## config.mk

```make
export PLATFORM = sky130hd
export DESIGN_NAME = hazard_controller
export DESIGN_NICKNAME = d
export VERILOG_FILES = /design/src/rtl/hazard_controller_pkg.sv /design/src/rtl/hazard_controller_stall_counter.sv /design/src/rtl/hazard_controller.sv
export SDC_FILE = /design/constraint.sdc
export NUM_CORES = 1
export LEC_CHECK = 0
export CAP_MARGIN = 0
export CORE_MARGIN = 2
export CORE_UTILIZATION = 43
export CTS_BUF_LIST = sky130_fd_sc_hd__clkbuf_16
export CTS_CLUSTER_DIAMETER = 150
export DETAILED_ROUTE_END_ITERATION = 16
export PLACE_DENSITY = 0.79
export SYNTH_ARGS = -nofsm -noshare
export SYNTH_HDL_FRONTEND = slang
export SYNTH_SLANG_ARGS = --single-unit
```

## constraint.sdc

```tcl
create_clock -name hz_clk -period 2.4 [get_ports hz_clk]
set_input_delay 0.6 -clock hz_clk [delete_from_list [all_inputs] [get_ports hz_clk]]
set_output_delay 0.6 -clock hz_clk [all_outputs]
set_load 0.005 [all_outputs]
```

## src/rtl/hazard_controller_pkg.sv

```systemverilog
// Shared pipeline definitions: hazard FSM state encodings, default widths
// and the bundled hazard control word used by the decoder and later stages.
package hazard_controller_pkg;

  localparam logic [1:0] ST_RUN        = 2'b00;
  localparam logic [1:0] ST_LOAD_STALL = 2'b01;
  localparam logic [1:0] ST_FLUSH      = 2'b10;
  localparam logic [1:0] ST_MEM_WAIT   = 2'b11;

  localparam int HZ_AWIDTH = 5;
  localparam int HZ_CWIDTH = 16;

  typedef struct packed {
    logic pc_stall;
    logic ifid_stall;
    logic idex_bubble;
    logic idex_stall;
    logic ifid_flush;
    logic idex_flush;
  } hz_ctrl_t;

  localparam hz_ctrl_t CTRL_NONE       = 6'b000000;
  localparam hz_ctrl_t CTRL_FREEZE     = 6'b110100;
  localparam hz_ctrl_t CTRL_LOAD_USE   = 6'b111000;
  localparam hz_ctrl_t CTRL_FLUSH_BOTH = 6'b000011;
  localparam hz_ctrl_t CTRL_FLUSH_IFID = 6'b000010;

endpackage

```

## src/rtl/hazard_controller_stall_counter.sv

```systemverilog
// Saturating stall-cycle counter; a clear wins over a same-cycle increment.
module hz_stall_counter #(
  parameter int CWIDTH = 16
) (
  input  logic              clk,
  input  logic              rst,
  input  logic              inc,
  input  logic              clr,
  output logic [CWIDTH-1:0] count
);

  always_ff @(posedge clk or posedge rst) begin
    if (rst)
      count <= '0;
    else if (clr)
      count <= '0;
    else if (inc && (count != '1))
      count <= count + CWIDTH'(1);
  end

endmodule

```

## src/rtl/hazard_controller.sv

```systemverilog
// Pipeline hazard controller: load-use stalls, branch flushes and memory
// freezes from a 4-state FSM with combinational (Mealy) control outputs.
module hazard_controller
  import hazard_controller_pkg::*;
#(
  parameter int AWIDTH = HZ_AWIDTH,
  parameter int CWIDTH = HZ_CWIDTH
) (
  input  logic              hz_clk,
  input  logic              hz_rst,
  input  logic              hz_i_id_valid,
  input  logic [AWIDTH-1:0] hz_i_id_rs,
  input  logic [AWIDTH-1:0] hz_i_id_rt,
  input  logic              hz_i_id_uses_rt,
  input  logic              hz_i_ex_memread,
  input  logic [AWIDTH-1:0] hz_i_ex_rd,
  input  logic              hz_i_branch_taken,
  input  logic              hz_i_mem_busy,
  input  logic              hz_i_cnt_clr,
  output logic              hz_o_pc_stall,
  output logic              hz_o_ifid_stall,
  output logic              hz_o_idex_bubble,
  output logic              hz_o_idex_stall,
  output logic              hz_o_ifid_flush,
  output logic              hz_o_idex_flush,
  output logic [1:0]        hz_o_state,
  output logic [CWIDTH-1:0] hz_o_stall_cnt
);

  logic [1:0] state_q;
  logic [1:0] state_d;
  hz_ctrl_t   ctrl;
  logic       load_use;

  // r0 is hard-wired zero, so a load targeting it never creates a dependency
  assign load_use = hz_i_id_valid && hz_i_ex_memread && (hz_i_ex_rd != '0) &&
                    ((hz_i_ex_rd == hz_i_id_rs) ||
                     (hz_i_id_uses_rt && (hz_i_ex_rd == hz_i_id_rt)));

  always_comb begin
    state_d = state_q;
    ctrl    = CTRL_NONE;
    case (state_q)
      ST_RUN, ST_LOAD_STALL: begin
        if (hz_i_mem_busy) begin
          ctrl    = CTRL_FREEZE;
          state_d = ST_MEM_WAIT;
        end else if (hz_i_branch_taken) begin
          ctrl    = CTRL_FLUSH_BOTH;
          state_d = ST_FLUSH;
        end else if (load_use && (state_q == ST_RUN)) begin
          // EX holds the bubble in LOAD_STALL, so only RUN can raise a hazard
          ctrl    = CTRL_LOAD_USE;
          state_d = ST_LOAD_STALL;
        end else begin
          state_d = ST_RUN;
        end
      end
      ST_FLUSH: begin
        if (hz_i_mem_busy) begin
          ctrl    = CTRL_FREEZE;
          state_d = ST_MEM_WAIT;
        end else begin
          ctrl    = CTRL_FLUSH_IFID;
          state_d = ST_RUN;
        end
      end
      default: begin
        if (hz_i_mem_busy) begin
          ctrl    = CTRL_FREEZE;
          state_d = ST_MEM_WAIT;
        end else begin
          state_d = ST_RUN;
        end
      end
    endcase
    // Control must drop the instant reset asserts, not at the next edge
    if (hz_rst)
      ctrl = CTRL_NONE;
  end

  always_ff @(posedge hz_clk or posedge hz_rst) begin
    if (hz_rst)
      state_q <= ST_RUN;
    else
      state_q <= state_d;
  end

  assign hz_o_pc_stall    = ctrl.pc_stall;
  assign hz_o_ifid_stall  = ctrl.ifid_stall;
  assign hz_o_idex_bubble = ctrl.idex_bubble;
  assign hz_o_idex_stall  = ctrl.idex_stall;
  assign hz_o_ifid_flush  = ctrl.ifid_flush;
  assign hz_o_idex_flush  = ctrl.idex_flush;
  assign hz_o_state       = state_q;

  hz_stall_counter #(
    .CWIDTH (CWIDTH)
  ) u_stall_counter (
    .clk   (hz_clk),
    .rst   (hz_rst),
    .inc   (ctrl.pc_stall),
    .clr   (hz_i_cnt_clr),
    .count (hz_o_stall_cnt)
  );

endmodule
```

==> metrics.cfg <==
[status]
status = complete, but fails checks
violated_checks = negative setup slack

[die]
placeableCoreArea_sq_mm = 0.00273
die_area_sq_mm = 0.00329
dieWidth_um = 57.4
fp.dieH_um = 57.4
floorplan.initialDensity_pct = 44.9
std_cell_rows = 19
top_level_ports = 47

[timing]
final-hold-violation-count = 0
setup_viol_count_final = 3
tcrit_tclk_final_pct = 103
fin_ws_ns = -0.0763
finalClockSkew_ns = 0.00349
unrepaired_setup_endpoints_after_global_routing = yes
fmax_mhz = 404
worst_slew_margin_rel_pct = 75.1
whs_ns = 0.550
report.final.slew_viol_count = 0
fin_crit_ns = 2.48
worstMarginPinSlew_ns = 0.370

[layout]
diodes = 0
final-seq-area_sq_um = 450
post_route_cells_drive_above_1_share_pct = 29.8
layout.cells.most_common = clkdlybuf4s50_1
number_of_fill_cells = 205
multi_input_area_sq_um = 820
layout.nets = 234
finalInstanceArea_sq_mm = 0.00202
fin_cells = 239
most-common-layout-cells = clkdlybuf4s50_1 (24), buf_4 (21), dfrtp_1 (18)
layout-area-overhead-vs-synth_pct = 64.5

[clock_network]
clock_tree.root_cell = clkbuf_16
clock_tree.htree_level_count = 1
clock_insertion_delay_worst_skew_ns = 0.25
total_number_of_clock_tree_sinks = 18
cts_hold_repair.buffers = 0
clkSlewWorstSetupHoldPaths_ns = 0.05
tritoncts = done
cts_buffers = 3
deepest_clock_path_buffer_count = 2

[worst_setup_path]
cp_num_cells = 7
worstSetupPathType = primary input to primary output
worstSetupEndpointType = primary output
critPathSlowestCell = clkdlybuf4s50_1
timing.critical_path.arrival_ns = 1.88
reg2reg_depth = 8
cpLargestDelayFamily = buffers and inverters
setup.worst_path.start_class = primary input
critical-path-max-stage-delay_ns = 0.53
worst-endpoint-required_ns = 1.80
critical_path.most_common_cell = nand2_2
critical_path_buf_inv_count = 2
r2r_setup_slack_ns = 0.20
critical_path_peak_fanout = 3
critical_path.cell_chain = clkdlybuf4s50_1 -> xnor2_2 -> nand3_2 -> nand2_2 -> nand2_2 -> a21oi_2 -> buf_2

[pwr]
pwr-share-clk_pct = 41.7
power.static_leakage_uw = 0.000925
worst_ir_drop_vdd_mv = 0.430
switching_share_pct = 23.4
power_frac_comb_pct = 19.2
seqPwrFrac_pct = 39.1
switching_power_uw = 186
p_total_uw = 792
power_density_normalized_to_cell_area_mw_per_mm2 = 393
power_report.internal_total_uw = 607

[detailed_routing]
wire_per_inst_um = 15.7
routed_via_density = 5.68
detailroute.via_count = 1358
route.detailed.drc = 0
drtAntennaViolNets = 0
drt_iter0_drc = 81
postRouteWirelength_mm = 3.74
dr_pass1_iterations = 4

[placement]
postPlaceCellArea_sq_mm = 0.00183
number_of_placed_instances_taps_included = 230
detailedPlacementHpwl_mm = 2.54
count_of_buffers_from_port_buffering = 46
gpl.final_weighted_congestion = 0.783

[synthesis]
ys_dominant_reg_cell = dfrtp_1
synthesis.area_per_instance_sq_um = 8.70
synth_edf_count = 0
netlist.area_leader.share_pct = 36.7
netlist_area_sq_mm = 0.00123
yosysSeqAreaShare_pct = 36.7
synth.yosys.warnings = 0
post_synthesis_async_set_or_reset_flop_share_pct = 100
ys_top_cells_by_area = dfrtp_1 (37%), mux2_1 (7.3%), xor2_1 (5.0%), nor2b_1 (4.6%), nor2_1 (4.3%)
synth.lib_cells_used.distinct = 32
yosys.area.top_type = dfrtp_1
syn_nets = 165
synth.ff_latch_count = 18
syn-instance-count = 141

[hold_path]
worst_hold_path_type = primary input to asynchronous set/reset pin

[global_route]
maximum_number_of_pins_on_one_net_before_global_route_repair = 26
grt_pass1_vias = 1344
grt.total_usage_pct = 22.6
grt_antenna_before_repair = 0
grt_pass1_wl_mm = 5.87
grt_overflow = 0

[flow_run]
max_cap_viol_count = 0

cell families after synthesis:
family | after synthesis | synth area share [%]
compound gates | 22 | 10.5
fa+ha+maj | 1 | 1.02
simple gates | 72 | 32.3
mux | 8 | 7.35
buf+inv | 10 | 4.90
xor+xnor | 10 | 7.14
flops | 18 | 36.7
metrics by stage:
stage          setup TNS, ns  utilization (%)  setup slack [ns]
2_1_floorplan              0                -             0.194
3_3_place_gp           -7.01             67.0            -0.666
3_5_place_dp           -8.46             67.0            -0.748
4_1_cts                    0             71.6         0.0000977
5_1_grt               -0.295             73.8            -0.103
6_report              -0.191             73.8           -0.0763
flip-flops by register name (all words and copies together) (netlist names):
| signal | flops |
|---|---|
| hz_o_state | 2 |
| u_stall_counter.count | 16 |
power by group through the flow:
stage          Clock [uW]  Combinational [uW]  Sequential, uW
2_1_floorplan           0                54.3             315
3_3_place_gp            0                 135             315
3_5_place_dp            0                 140             315
4_1_cts               333                 140             309
5_1_grt               344                 162             310
6_report              331                 152             310
worst register-to-register path: cells and delay by family (launching register included):
family                     cells  cell delay, ns
buffers and inverters          1            0.18
AOI/OAI and AO/OA              3            0.64
adders and majority gates      1            0.23
DFF                            1            0.42
and+or+nand+nor                3            0.65
path summary, 6_finish.rpt:
path                                                         endpoint                                  from
worst max-delay path                                  hz_o_ifid_stall                         hz_i_id_rs[3]
worst min-delay path             u_stall_counter.count[6]$_DFFE_PP0P_                                hz_rst
worst max register to register  u_stall_counter.count[10]$_DFFE_PP0P_  u_stall_counter.count[0]$_DFFE_PP0P_
worst min register to register   u_stall_counter.count[9]$_DFFE_PP0P_  u_stall_counter.count[9]$_DFFE_PP0P_
min in group hz_clk              u_stall_counter.count[9]$_DFFE_PP0P_  u_stall_counter.count[9]$_DFFE_PP0P_
max in group asynchronous       u_stall_counter.count[12]$_DFFE_PP0P_                                hz_rst
cell usage after synthesis (2+ instances only):
master    number
a211oi_1       2
a21oi_1        8
and3_1         7
and4_1         3
buf_4          2
buf_6          2
clkbuf_1       3
dfrtp_1       18
inv_1          3
mux2_1         8
nand2_1       11
nand2b_1       2
nand3_1        6
nand4_1        2
nor2_1        14
nor2b_1        9
nor3_1         5
nor4_1         2
o21ai_0        7
o31ai_1        3
or3_1          4
or4_1          2
xnor2_1        3
xor2_1         7
cell type report:
cell class	instances	area share [%]
Timing Repair Buffer	70	30.8
Sequential cell	18	22.3
Inverter	3	0.558
Multi-Input combinational cell	114	40.6
Tap cell	31	1.92
Clock buffer	3	3.72
what timing repair did:
action	4_1_cts	5_1_grt
setup buffers	7	1
hold endpoints to repair	0	0
gates resized for setup	67	17
cloned	1	0
pin swaps	20	5
setup endpoints to repair	21	17
per-layer routing:
metal / wire length (um) / GRT usage [%] / up-vias
met1: 1460 / 26.3 / 655
met5: 0 / 0 / -
met2: 2020 / 41.2 / 52
met4: 91 / 8.97 / 0
met3: 165 / 3.17 / 8
li1: - / - / 643
No activity file was read; power rests on OpenSTA's default activity.
